$ cat src/rtl/decode_pkg.sv
// decode_pkg: opcodes, immediate formats and the decoded-entry layout shared by the decode stage.
package decode_pkg;
    localparam logic [6:0] OPC_LUI    = 7'b0110111;
    localparam logic [6:0] OPC_AUIPC  = 7'b0010111;
    localparam logic [6:0] OPC_JAL    = 7'b1101111;
    localparam logic [6:0] OPC_JALR   = 7'b1100111;
    localparam logic [6:0] OPC_BRANCH = 7'b1100011;
    localparam logic [6:0] OPC_LOAD   = 7'b0000011;
    localparam logic [6:0] OPC_STORE  = 7'b0100011;
    localparam logic [6:0] OPC_ARI_I  = 7'b0010011;
    localparam logic [6:0] OPC_ARI_R  = 7'b0110011;

    typedef enum logic [2:0] {FMT_R, FMT_I, FMT_S, FMT_B, FMT_U, FMT_J} imm_fmt_e;

    typedef struct packed {
        logic [6:0] opcode;
        logic [4:0] rd;
        logic [4:0] rs1;
        logic [4:0] rs2;
        logic [2:0] funct3;
        logic [6:0] funct7;
        logic       rd_we;
        logic       illegal;
    } dec_fields_t;

    localparam int FIELDS_W = $bits(dec_fields_t);

    // Unknown opcodes fall through to R-type.
    function automatic imm_fmt_e fmt_of(input logic [6:0] opc);
        return (opc == OPC_LUI || opc == OPC_AUIPC) ? FMT_U :
               opc == OPC_JAL ? FMT_J :
               (opc == OPC_JALR || opc == OPC_LOAD || opc == OPC_ARI_I) ? FMT_I :
               opc == OPC_STORE ? FMT_S :
               opc == OPC_BRANCH ? FMT_B : FMT_R;
    endfunction
endpackage

$ cat src/rtl/imm_gen.sv
// imm_gen: combinational XLEN immediate from an instruction word and its format.
module imm_gen import decode_pkg::*; #(
    parameter int XLEN = 32
) (
    input  logic [31:0]     instr,
    input  imm_fmt_e        fmt,
    output logic [XLEN-1:0] imm
);
    localparam int SH_W = $clog2(XLEN);
    logic signed [31:0] raw;
    logic shift;
    always_comb begin
        shift = instr[6:0] == OPC_ARI_I && instr[13:12] == 2'b01;
        case (fmt)
            FMT_I:   raw = {{20{instr[31]}}, instr[31:20]};
            FMT_S:   raw = {{20{instr[31]}}, instr[31:25], instr[11:7]};
            FMT_B:   raw = {{19{instr[31]}}, instr[31], instr[7], instr[30:25], instr[11:8], 1'b0};
            FMT_U:   raw = {instr[31:12], 12'b0};
            FMT_J:   raw = {{11{instr[31]}}, instr[31], instr[19:12], instr[20], instr[30:21], 1'b0};
            default: raw = '0;
        endcase
        // Shift amounts are zero-extended; everything else sign-extends from bit 31.
        imm = shift ? XLEN'(instr[20 +: SH_W]) : XLEN'(raw);
    end
endmodule

$ cat src/rtl/decode_stage_pipe.sv
// decode_stage_pipe: registered RV32I/RV64I pre-decode with a 2-entry skid buffer and flush.
// Define DECODE_ILLEGAL_EN to build the illegal-instruction checker; otherwise out_illegal is 0.
module decode_stage_pipe import decode_pkg::*; #(
    parameter int XLEN = 32,
    parameter int PC_W = 32
) (
    input  logic            clk,
    input  logic            rst_n,
    input  logic            flush,
    input  logic            in_valid,
    output logic            in_ready,
    input  logic [31:0]     in_instr,
    input  logic [PC_W-1:0] in_pc,
    output logic            out_valid,
    input  logic            out_ready,
    output logic [PC_W-1:0] out_pc,
    output logic [6:0]      out_opcode,
    output logic [4:0]      out_rd,
    output logic [4:0]      out_rs1,
    output logic [4:0]      out_rs2,
    output logic [2:0]      out_funct3,
    output logic [6:0]      out_funct7,
    output logic [XLEN-1:0] out_imm,
    output logic            out_rd_we,
    output logic            out_illegal
);
    localparam int ENT_W = PC_W + XLEN + FIELDS_W;

    if (XLEN != 32 && XLEN != 64) begin : g_bad_xlen
        $error("decode_stage_pipe: XLEN must be 32 or 64");
    end

    imm_fmt_e fmt;
    dec_fields_t dec, out_f;
    logic [XLEN-1:0] imm;
    logic [6:0] opc, funct7;
    logic [4:0] rd;
    logic has_rd, shift, illegal;

    imm_gen #(.XLEN(XLEN)) u_imm (.instr(in_instr), .fmt(fmt), .imm(imm));

    always_comb begin
        opc = in_instr[6:0];
        fmt = fmt_of(opc);
        shift = opc == OPC_ARI_I && in_instr[13:12] == 2'b01;
        has_rd = fmt == FMT_R || fmt == FMT_I || fmt == FMT_U || fmt == FMT_J;
        rd = has_rd ? in_instr[11:7] : 5'd0;
        funct7 = fmt == FMT_R ? in_instr[31:25] :
                 shift ? {in_instr[31:26], XLEN == 64 ? 1'b0 : in_instr[25]} : 7'd0;
    end

    assign dec = '{
        opcode:  opc,
        rd:      rd,
        rs1:     (fmt == FMT_U || fmt == FMT_J) ? 5'd0 : in_instr[19:15],
        rs2:     (fmt == FMT_R || fmt == FMT_S || fmt == FMT_B) ? in_instr[24:20] : 5'd0,
        funct3:  (fmt == FMT_U || fmt == FMT_J) ? 3'd0 : in_instr[14:12],
        funct7:  funct7,
        rd_we:   has_rd && rd != 5'd0 && !illegal,
        illegal: illegal
    };

`ifdef DECODE_ILLEGAL_EN
    logic known, bad_f3, bad_f7;
    logic [2:0] f3;
    always_comb begin
        f3 = in_instr[14:12];
        known = opc == OPC_LUI || opc == OPC_AUIPC || opc == OPC_JAL || opc == OPC_JALR ||
                opc == OPC_BRANCH || opc == OPC_LOAD || opc == OPC_STORE ||
                opc == OPC_ARI_I || opc == OPC_ARI_R;
        bad_f3 = opc == OPC_BRANCH ? f3[2:1] == 2'b01 :
                 opc == OPC_LOAD   ? (f3 == 3'b111 || (XLEN == 32 && (f3 == 3'b011 || f3 == 3'b110))) :
                 opc == OPC_STORE  ? (f3[2] || (XLEN == 32 && f3 == 3'b011)) :
                 opc == OPC_JALR   ? f3 != 3'b000 : 1'b0;
        // funct7 0x20 is only legal for SUB/SRA and SRAI.
        bad_f7 = opc == OPC_ARI_R ? !(funct7 == 7'h00 || (funct7 == 7'h20 && (f3 == 3'b000 || f3 == 3'b101))) :
                 shift ? !(funct7 == 7'h00 || (funct7 == 7'h20 && f3 == 3'b101)) : 1'b0;
        illegal = !known || in_instr[1:0] != 2'b11 || bad_f3 || bad_f7;
    end
`else
    assign illegal = 1'b0;
`endif

    logic [ENT_W-1:0] main_q, skid_q;
    logic main_v, skid_v;

    always_ff @(posedge clk or negedge rst_n) begin
        if (!rst_n) begin
            main_v <= 1'b0;
            skid_v <= 1'b0;
            main_q <= '0;
            skid_q <= '0;
        end else if (flush) begin
            main_v <= 1'b0;
            skid_v <= 1'b0;
        end else if (skid_v) begin
            if (out_ready) begin
                main_q <= skid_q;
                skid_v <= 1'b0;
            end
        end else if (main_v && !out_ready) begin
            if (in_valid) begin
                skid_q <= {in_pc, imm, dec};
                skid_v <= 1'b1;
            end
        end else begin
            main_v <= in_valid;
            if (in_valid) main_q <= {in_pc, imm, dec};
        end
    end

    assign in_ready = !skid_v;
    assign out_valid = main_v;
    assign {out_pc, out_imm, out_f} = main_q;
    assign out_opcode = out_f.opcode;
    assign out_rd = out_f.rd;
    assign out_rs1 = out_f.rs1;
    assign out_rs2 = out_f.rs2;
    assign out_funct3 = out_f.funct3;
    assign out_funct7 = out_f.funct7;
    assign out_rd_we = out_f.rd_we;
    assign out_illegal = out_f.illegal;
endmodule

$ cat config.mk
export PLATFORM = sky130hd
export DESIGN_NAME = decode_stage_pipe
export DESIGN_NICKNAME = d
export VERILOG_FILES = /design/src/rtl/decode_pkg.sv /design/src/rtl/imm_gen.sv /design/src/rtl/decode_stage_pipe.sv
export SDC_FILE = /design/constraint.sdc
export NUM_CORES = 1
export LEC_CHECK = 0
export ABC_AREA = 1
export BUFFER_PORTS_ARGS = -buffer_cell sky130_fd_sc_hd__buf_4
export CORE_ASPECT_RATIO = 1.2
export CORE_MARGIN = 2
export CORE_UTILIZATION = 56
export DETAILED_ROUTE_END_ITERATION = 10
export PLACE_DENSITY = 0.8
export SLEW_MARGIN = 20
export SYNTH_ARGS = -nofsm -noshare
export SYNTH_HDL_FRONTEND = slang
export SYNTH_SLANG_ARGS = --single-unit
$ cat constraint.sdc
create_clock -name clk -period 1.66 [get_ports clk]
set_input_delay 0.083 -clock clk [delete_from_list [all_inputs] [get_ports clk]]
set_output_delay 0.083 -clock clk [all_outputs]
set_load 0.005 [all_outputs]
==> summary.txt, run 1 <==
Finish
  • Area Growth Syn to Fin: 34.0%
  • Final core occ: 75.8%
  • Diode count: 0
  • Final Cell Area: 12200 sq um
  • Share of cells above drive strength 1: 19.1%
  • Fillers: 1174
  • Net count, final: 1478

Power and ir drop
  • Sequential power share: 46.9%
  • Comb pwr share: 19.0%
  • Overall power: 13200 uW
  • Psw: 3650 uW
  • Static leakage: 0.00658 uW
  • Maximum vdd drop: 0.847 mV
  • Sw Ratio: 27.6%
  • Clk network pwr share: 34.1%
  • Power density cells: 1080 nW/um^2
  • Internal power: 9580 uW

Run status
  • Status: completed

Routing
  • Pre-antenna DRT Iters: 6
  • DR WL met2: 13500 um
  • Final wirelength: 26400 um
  • Routed met1 length: 10300 um
  • Vias per cell: 5.46
  • Routed WL per cell: 16.2 um
  • Top Metal Used: met4
  • Final ANT Viol Nets: 0
  • 1st-iter DRT viols: 966
  • DR DRC count: 0
  • Via count: 8914
  • Metal3 WL: 1900 um

Floorplanning
  • Die ar.: 17300 sq um
  • Rows: 51
  • Die X: 120 um
  • Effective utilization at floorplan: 56.6%
  • I/O pin count: 169
  • Height of the chip: 144 um
  • Core Area: 16100 sq um

Synthesis
  • Register area share after synthesis: 53.9%
  • Synth Area per Inst: 7.67 sq um
  • Syn_nets: 1255
  • Syn Inst Count: 1186
  • Post-Syn Area: 9100 sq um
  • Yosys cell types: 28
  • YS warnings: 0
  • Yosys reg bits: 196

STA
  • Max_slew headroom: 51.3%
  • Clk_skew: 0.00949 ns
  • Max frequency: 612 MHz
  • Final Hold Vio Count: 0
  • Final slew viol count: 0
  • RSZ-0062 raised after global routing: true
  • Final period util: 98.5%
  • Min Tclk post-route: 1.63 ns
  • Worst-margin pin slew: 0.730 ns
  • Endpoints failing setup: 0

Worst setup path
  • End of the worst register-to-register path: main_q[34]
  • Flop-to-flop setup slack: 0.11 ns
  • Worst flop-to-flop path startpoint: skid_v
  • Worst R2R Path Depth: 9
  • Crit Path Category: input pin to register
  • CP max FO: 4
  • Req. time, crit path: 2.03 ns
  • Worst EP arrival: 2.01 ns
  • Crit end category: register
  • Crit path capture: main_q[64]
  • CP Launch Type: input pin
  • Crit path from: in_instr[3]

Clock tree
  • Clock buffer count from CTS: 17
  • Clock Latency Late Sink: 0.44 ns
  • Clock tree root buffer cell: clkbuf_16
  • CTS sink cnt: 196
  • H-tree depth: 4
  • Reg clk slew, reported paths: 0.07 ns
  • Clock buffer depth: 2
  • CTS tree: done

Placed design
  • Placed Area: 10600 sq um
  • Final Wtd Congestion: 0.924
  • IO buf count: 167
  • HPWL after DPL: 16000 um

GRT
  • Vias in the first global route: 8442
  • Remaining global-route overflow: 0
  • Initial antenna violation count: 0
  • Largest net degree at the start of global routing: 101
  • First-pass GRT wire length: 41100 um
  • GRT Util Overall: 30.0%

Min path
  • Hold Path Class: input pin to register

Run
  • Number of max-cap violations: 0
==> synth_stat cells (all sizes together) <==
cell type / count / share of area (%)
nor2: 151 / 6.7
buf: 31 / 1.8
nor3: 2 / 0.11
inv: 49 / 2.0
nand4: 1 / 0.069
o31ai: 3 / 0.25
nand3: 66 / 3.7
a31oi: 45 / 3.1
a21boi: 1 / 0.083
conb: 1 / 0.041
nand2: 501 / 21
clkbuf: 39 / 1.6
a21oi: 39 / 2.1
dfrtp: 196 / 54
o22ai: 2 / 0.14
o21ai: 59 / 3.3
==> cell type report <==
cell class | count | area (sq um) | area share [%]
Clock buffer | 18 | 429 | 3.52
Inverter | 49 | 191 | 1.57
Sequential cell | 196 | 4910 | 40.2
Multi-Input combinational cell | 871 | 3770 | 30.9
Clock inverter | 13 | 205 | 1.68
Tap cell | 212 | 265 | 2.18
Timing Repair Buffer | 274 | 2420 | 19.9
==> registers in the layout, summed over array words and instances, names as in the netlist <==
signal and flops:
skid_v 1, main_q 97, skid_q 97, out_valid 1
==> power groups by stage <==
| stage | registers [uW] | clock network, uW | logic (uW) |
|---|---|---|---|
| after CTS | 6180 | 4550 | 2450 |
| after global routing | 6280 | 4760 | 2810 |
| after floorplan | 6160 | 0 | 1080 |
| final | 6210 | 4510 | 2510 |
| after global placement | 6220 | 0 | 2220 |
| after detailed placement | 6250 | 0 | 2310 |
==> metal layers <==
layer | global-route usage, % | up-vias
met5 | 0 | -
met2 | 51.0 | 413
met4 | 11.6 | 0
li1 | - | 4195
met3 | 6.79 | 66
met1 | 37.5 | 4240
==> cell families (layout without fill, tap and decap cells) <==
logic type             after synthesis  after routing  share of synthesized area, %
other                                1              1                        0.0412
AOI/OAI and AO/OA                  149            149                          8.99
buffers and inverters              119            354                          5.46
and+or+nand+nor                    721            721                          31.6
DFF                                196            196                          53.9
==> critical path, cell delays in order <==
cell	delay, ns
dlygate4sd3_1	0.54
buf_4	0.15
inv_1	0.08
nand2_1	0.09
nor2_4	0.19
buf_4	0.15
buf_4	0.10
buf_4	0.11
nand3_1	0.07
nand2_1	0.08
inv_1	0.05
nand2_1	0.07
nand2_1	0.07
nand2_1	0.06
nand2_1	0.06
nand2_1	0.06
==> stage by stage <==
step | setup WS [ns] | instances | hold slack (ns) | setup TNS [ns]
final | 0.0255 | 1633 | 0.0809 | 0
after CTS | 0.00270 | 1618 | 0.0588 | 0
after detailed placement | 0.0590 | 1521 | 0.104 | 0
after global placement | 0.148 | 1521 | 0.103 | 0
after floorplan | 0.213 | 1186 | -0.213 | 0
after global routing | -0.0823 | 1633 | 0.0956 | -0.416
==> timing repair <==
| item | in CTS | in global routing |
|---|---|---|
| endpoints found under the setup margin | 0 | 136 |
| hold buffers | 66 | 0 |
| setup buffers | 0 | 12 |
| hold endpoints to repair | 170 | 0 |
| gates resized for setup | 0 | 28 |
==> placed cells by master, fill, tap and decap left out, types with 2 or more instances in the layout <==
| cell type | n |
|---|---|
| inv_1 | 43 |
| nand2_4 | 5 |
| o31ai_1 | 3 |
| bufinv_16 | 5 |
| inv_4 | 3 |
| dlygate4sd3_1 | 66 |
| inv_6 | 2 |
| o21ai_0 | 31 |
| a31oi_1 | 45 |
| inv_2 | 3 |
| nand3_1 | 61 |
| clkinv_4 | 2 |
| nand3_2 | 5 |
| nor2_2 | 5 |
| clkbuf_16 | 20 |
| o22ai_1 | 2 |
| clkinv_2 | 4 |
| nor2_1 | 142 |
| buf_12 | 9 |
| buf_6 | 3 |
| nand2_1 | 490 |
| a21oi_1 | 39 |
| nand2_2 | 5 |
| buf_4 | 191 |
| nor2_4 | 3 |
| o21ai_1 | 27 |
| dfrtp_1 | 195 |
==> how the worst min path moves through the flow <==
stage | startpoint | end | slack (ns) | cells past startpoint
final | in_instr[13] | skid_q[47] | 0.08 | 5
after global routing | in_instr[13] | skid_q[47] | 0.1 | 5
after CTS | in_valid | out_valid | 0.06 | 5
after detailed placement | rst_n | skid_q[62] | 0.10 | 1
after global placement | rst_n | main_q[62] | 0.10 | 1
after floorplan | rst_n | main_q[10] | -0.21 | 0
(Power assumes the default switching activity.)
==> run 2, diff against run 1 <==
--- a/config.mk
+++ b/config.mk
@@ -12,6 +12,7 @@
 export CORE_UTILIZATION = 56
 export DETAILED_ROUTE_END_ITERATION = 10
 export PLACE_DENSITY = 0.8
+export SETUP_SLACK_MARGIN = 0.4
 export SLEW_MARGIN = 20
 export SYNTH_ARGS = -nofsm -noshare
 export SYNTH_HDL_FRONTEND = slang
==> run 2 against run 1 <==
Compared with the run above:
- the run now fails in global routing
- synthesized area stayed put
- synthesized cell count is the same
==> summary.txt, run 2 <==
Run status
  • Status: aborted with a tool error
  • Failed at: global routing
  • First Err: [ERROR GRT-0232] Routing congestion too high. Check the congestion heatmap in the GUI.

Synthesis
  • Post-synth EDFFs: 0 (unchanged)
  • Top post-synthesis cells by area: dfrtp_1 54%, nand2_1 20%, nor2_1 6.0%
  • YS warnings: 0 (unchanged)
  • Top cells by count, synth: 491 x nand2_1, 196 x dfrtp_1, 146 x nor2_1
  • Yosys cell types: 28 (unchanged)
  • Post-Syn Area: 9100 sq um (unchanged)
  • Area leader, netlist: dfrtp_1
  • Syn Inst Count: 1186 (unchanged)
  • Register area share after synthesis: 53.9% (unchanged)
  • Most common cell in the netlist: nand2_1
  • Syn_nets: 1255 (unchanged)
  • Synth Area per Inst: 7.67 sq um (unchanged)
  • Synth async-reset ratio: 100% (unchanged)
  • Prevailing post-synth register cell: dfrtp_1
  • Yosys reg bits: 196 (unchanged)
  • Post-synth top area share: 53.9% (unchanged)

Floorplanning
  • Height of the chip: 144 um (unchanged)
  • I/O pin count: 169 (unchanged)
  • Effective utilization at floorplan: 56.6% (unchanged)
  • Die X: 120 um (unchanged)
  • Rows: 51 (unchanged)

Placed design
  • HPWL after DPL: 15200 um (-5.3%)
  • Final Wtd Congestion: 0.851 (-7.9%)
  • IO buf count: 167 (unchanged)

GRT
  • GRT Util Overall: 76.4%
  • Largest net degree at the start of global routing: 66
  • Remaining global-route overflow: 4
  • Initial antenna violation count: 7

Clock tree
  • H-tree depth: 4 (unchanged)
  • Clock buffer depth: 2 (unchanged)
  • CTS sink cnt: 196 (unchanged)
  • Clock tree root buffer cell: clkbuf_16
  • Clock buffer count from CTS: 17 (unchanged)

STA
  • Worst_ep kind: register data pin
  • GRT worst endpoint: main_q[77]$_DFFE_PN0P_/D
-- run 2: cell counts after synthesis --
No cell type changed its count.
-- run 2: logic make-up after synthesis --
kind of cell	after synthesis	synth area share (%)
AND/OR/NAND/NOR	721	31.6
flip-flops	196	53.9
AO/OA/AOI/OAI	149	8.99
buffers and inverters	119	5.46
other	1	0.0412
-- run 2: stage by stage --
stage               hold slack [ns]  util, %  area [sq um]  setup WS, ns  instances
global placement             0.0716     66.2         10600         0.130       1517
detailed placement           0.0782     66.2         10600        0.0641       1517
CTS                         0.00520     82.1         13200        0.0792       1663
floorplan                    -0.213        -          9220         0.339       1186
-- run 2: per-layer routing --
layer / GRT overflow / track usage (%)
met1: 1 / 75.4
met2: 1 / 92.1
met3: 0 / 65.7
met4: 2 / 72.8
met5: 0 / 26.2
-- run 2: what timing repair did --
item                                    CTS
resized for setup                       103
pin swaps                                16
buffers inserted                         21
cloned                                   26
endpoints found under the setup margin  196
endpoints found under the hold margin   224
hold buffers                             67
==> run 3, diff against run 2 <==
--- a/config.mk
+++ b/config.mk
@@ -7,12 +7,10 @@
 export LEC_CHECK = 0
 export ABC_AREA = 1
 export BUFFER_PORTS_ARGS = -buffer_cell sky130_fd_sc_hd__buf_4
-export CORE_ASPECT_RATIO = 1.2
 export CORE_MARGIN = 2
-export CORE_UTILIZATION = 56
+export CORE_UTILIZATION = 40
 export DETAILED_ROUTE_END_ITERATION = 10
-export PLACE_DENSITY = 0.8
-export SETUP_SLACK_MARGIN = 0.4
+export PLACE_DENSITY_LB_ADDON = 0.15
 export SLEW_MARGIN = 20
 export SYNTH_ARGS = -nofsm -noshare
 export SYNTH_HDL_FRONTEND = slang
==> run 3 against run 2 <==
Compared with the run above:
- the flow now finishes without violations
==> summary.txt, run 3 (synthesized netlist as in run 1, its figures left out) <==
Floorplanning
  • Height of the chip: 155 um (+7.8%)
  • Die X: 155 um (+29%)
  • I/O pin count: 169 (unchanged)
  • Die ar.: 24000 sq um
  • Core Area: 22500 sq um
  • Effective utilization at floorplan: 40.4% (-16 points)
  • Rows: 55 (+7.8%)

STA
  • Worst-margin pin slew: 0.820 ns
  • Max frequency: 639 MHz
  • Min Tclk post-route: 1.56 ns
  • Max_slew headroom: 45.3%
  • Clk_skew: 0.00993 ns
  • Hold_ws: 0.0373 ns
  • Final Hold Vio Count: 0
  • Endpoints failing setup: 0
  • Final slew viol count: 0
  • Final period util: 94.3%

Routing
  • 1st-iter DRT viols: 546
  • DR DRC count: 0
  • Final ANT Viol Nets: 0
  • Vias per cell: 4.90
  • Via count: 8358
  • Routed WL per cell: 15.2 um
  • Final wirelength: 26000 um
  • Pre-antenna DRT Iters: 5

Finish
  • Area Growth Syn to Fin: 34.4%
  • Diode count: 0
  • Fin cells: 1704
  • Register area: 4910 sq um
  • Commonest non-fill, non-tap cell in the layout: nand2_1
  • Final core occ: 54.3%
  • Fillers: 2110
  • Share of cells above drive strength 1: 19.2%
  • Area of the multi-input gates: 3780 sq um
  • Commonest non-fill, non-tap cells in the layout: 491 x nand2_1, 195 x dfrtp_1, 189 x buf_4
  • Largest registers: main_q x97, skid_q x97
  • Final Cell Area: 12200 sq um
  • Net count, final: 1476

Worst setup path
  • Crit end category: register
  • CP max FO: 13
  • Critical path, cell by cell: dlygate4sd3_1, buf_4, inv_2, nand2_1, nor2_4, nand2_4, nand2_4, buf_12, nand2_1, nand2_1, nand2_1, nand2_1, nand2_1, nand2_1
  • CP max-delay cell: dlygate4sd3_1
  • Worst EP arrival: 1.94 ns
  • Family with the most delay on the worst path: simple AND/OR/NAND/NOR gates
  • Req. time, crit path: 2.03 ns
  • Crit Path Category: input pin to register
  • Flop-to-flop setup slack: 0.14 ns
  • CP Launch Type: input pin
  • Worst R2R Path Depth: 8
  • Worst flop-to-flop path startpoint: skid_v
  • Crit path from: in_instr[3]
  • Slowest Stage Delay on Critical Path: 0.55 ns
  • Most used cell along the critical path: nand2_1
  • Critical Path Stages: 14
  • Worst path bufs/invs: 4

GRT
  • Vias in the first global route: 7999
  • Initial antenna violation count: 0
  • First-pass GRT wire length: 42000 um
  • Largest net degree at the start of global routing: 100
  • GRT Util Overall: 22.0%
  • Remaining global-route overflow: 0

Clock tree
  • Clock Latency Late Sink: 0.44 ns
  • H-tree depth: 4 (unchanged)
  • Clock buffer count from CTS: 17 (unchanged)
  • Reg clk slew, reported paths: 0.07 ns
  • CTS sink cnt: 196 (unchanged)
  • Clock tree root buffer cell: clkbuf_16
  • Clock buffer depth: 2 (unchanged)
  • CTS tree: done

Power and ir drop
  • Maximum vdd drop: 0.579 mV
  • Static leakage: 0.00652 uW
  • Power density cells: 1040 nW/um^2

Min path
  • Hold Path Class: input pin to register
  • Hold Crit Depth: 5
  • Hold_sp: in_instr[12]

Run status
  • Status: completed

Placed design
  • HPWL after DPL: 16600 um (+9.6%)
  • IO buf count: 167 (unchanged)
  • Final Wtd Congestion: 0.859 (+0.98%)
  • Placed Area: 10900 sq um (+2.3%)
  • Post-Place Cells: 1603 (+5.7%)

Run
  • Number of max-cap violations: 0
[run 3: tightest hold or removal path, stage by stage]
cell,delay (ns)
buf_4,0.15
inv_1,0.06
nor2_1,0.05
nand2_1,0.05
nand2_1,0.04
[run 3: layer usage]
layer | wire length, um | vias up | global-route usage [%] | part of all wire (%)
met5 | 0 | - | 0 | 0
met4 | 266 | 0 | 4.81 | 1.0
met3 | 1120 | 22 | 4.12 | 4.3
met2 | 12300 | 193 | 35.2 | 47
met1 | 12300 | 3951 | 31.2 | 47
li1 | - | 4192 | - | -
[run 3: final timing paths]
check / endpoint
worst max-delay path: main_q[52]
worst min-delay path: skid_q[9]
worst max register to register: main_q[90]
worst min register to register: skid_q[97]
max in group asynchronous: skid_q[68]
min in group asynchronous: main_q[92]
[run 3: metrics by stage]
step	TNS (ns)	setup WS, ns	power (uW)
after floorplan	0	0.213	7240
after global placement	0	0.136	8500
after detailed placement	0	0.0932	8550
after CTS	0	0.0153	12800
after global routing	-0.00182	-0.00182	13400
final	0	0.0951	12700
[run 3: timing repair]
action	4_1_cts	5_1_grt
endpoints found under the hold margin	168	0
setup endpoints to repair	0	76
resized for setup	0	20
setup buffers	0	5
hold buffers	65	0
[run 3: power breakdown]
part,switching (uW),internal [uW],leakage (uW),total (uW)
Clock,1880,2220,0.000271,4110
Combinational,1210,1240,0.00380,2450
Sequential,485,5660,0.00245,6140
Total,3580,9120,0.00652,12700
[run 3: area by class of cell]
type | count | area share, %
multi-input combinational | 871 | 30.9
timing repair buffer | 272 | 19.8
clock buffer | 19 | 3.54
sequential | 196 | 40.1
tap | 285 | 2.92
inverter | 49 | 1.57
clock inverter | 12 | 1.07
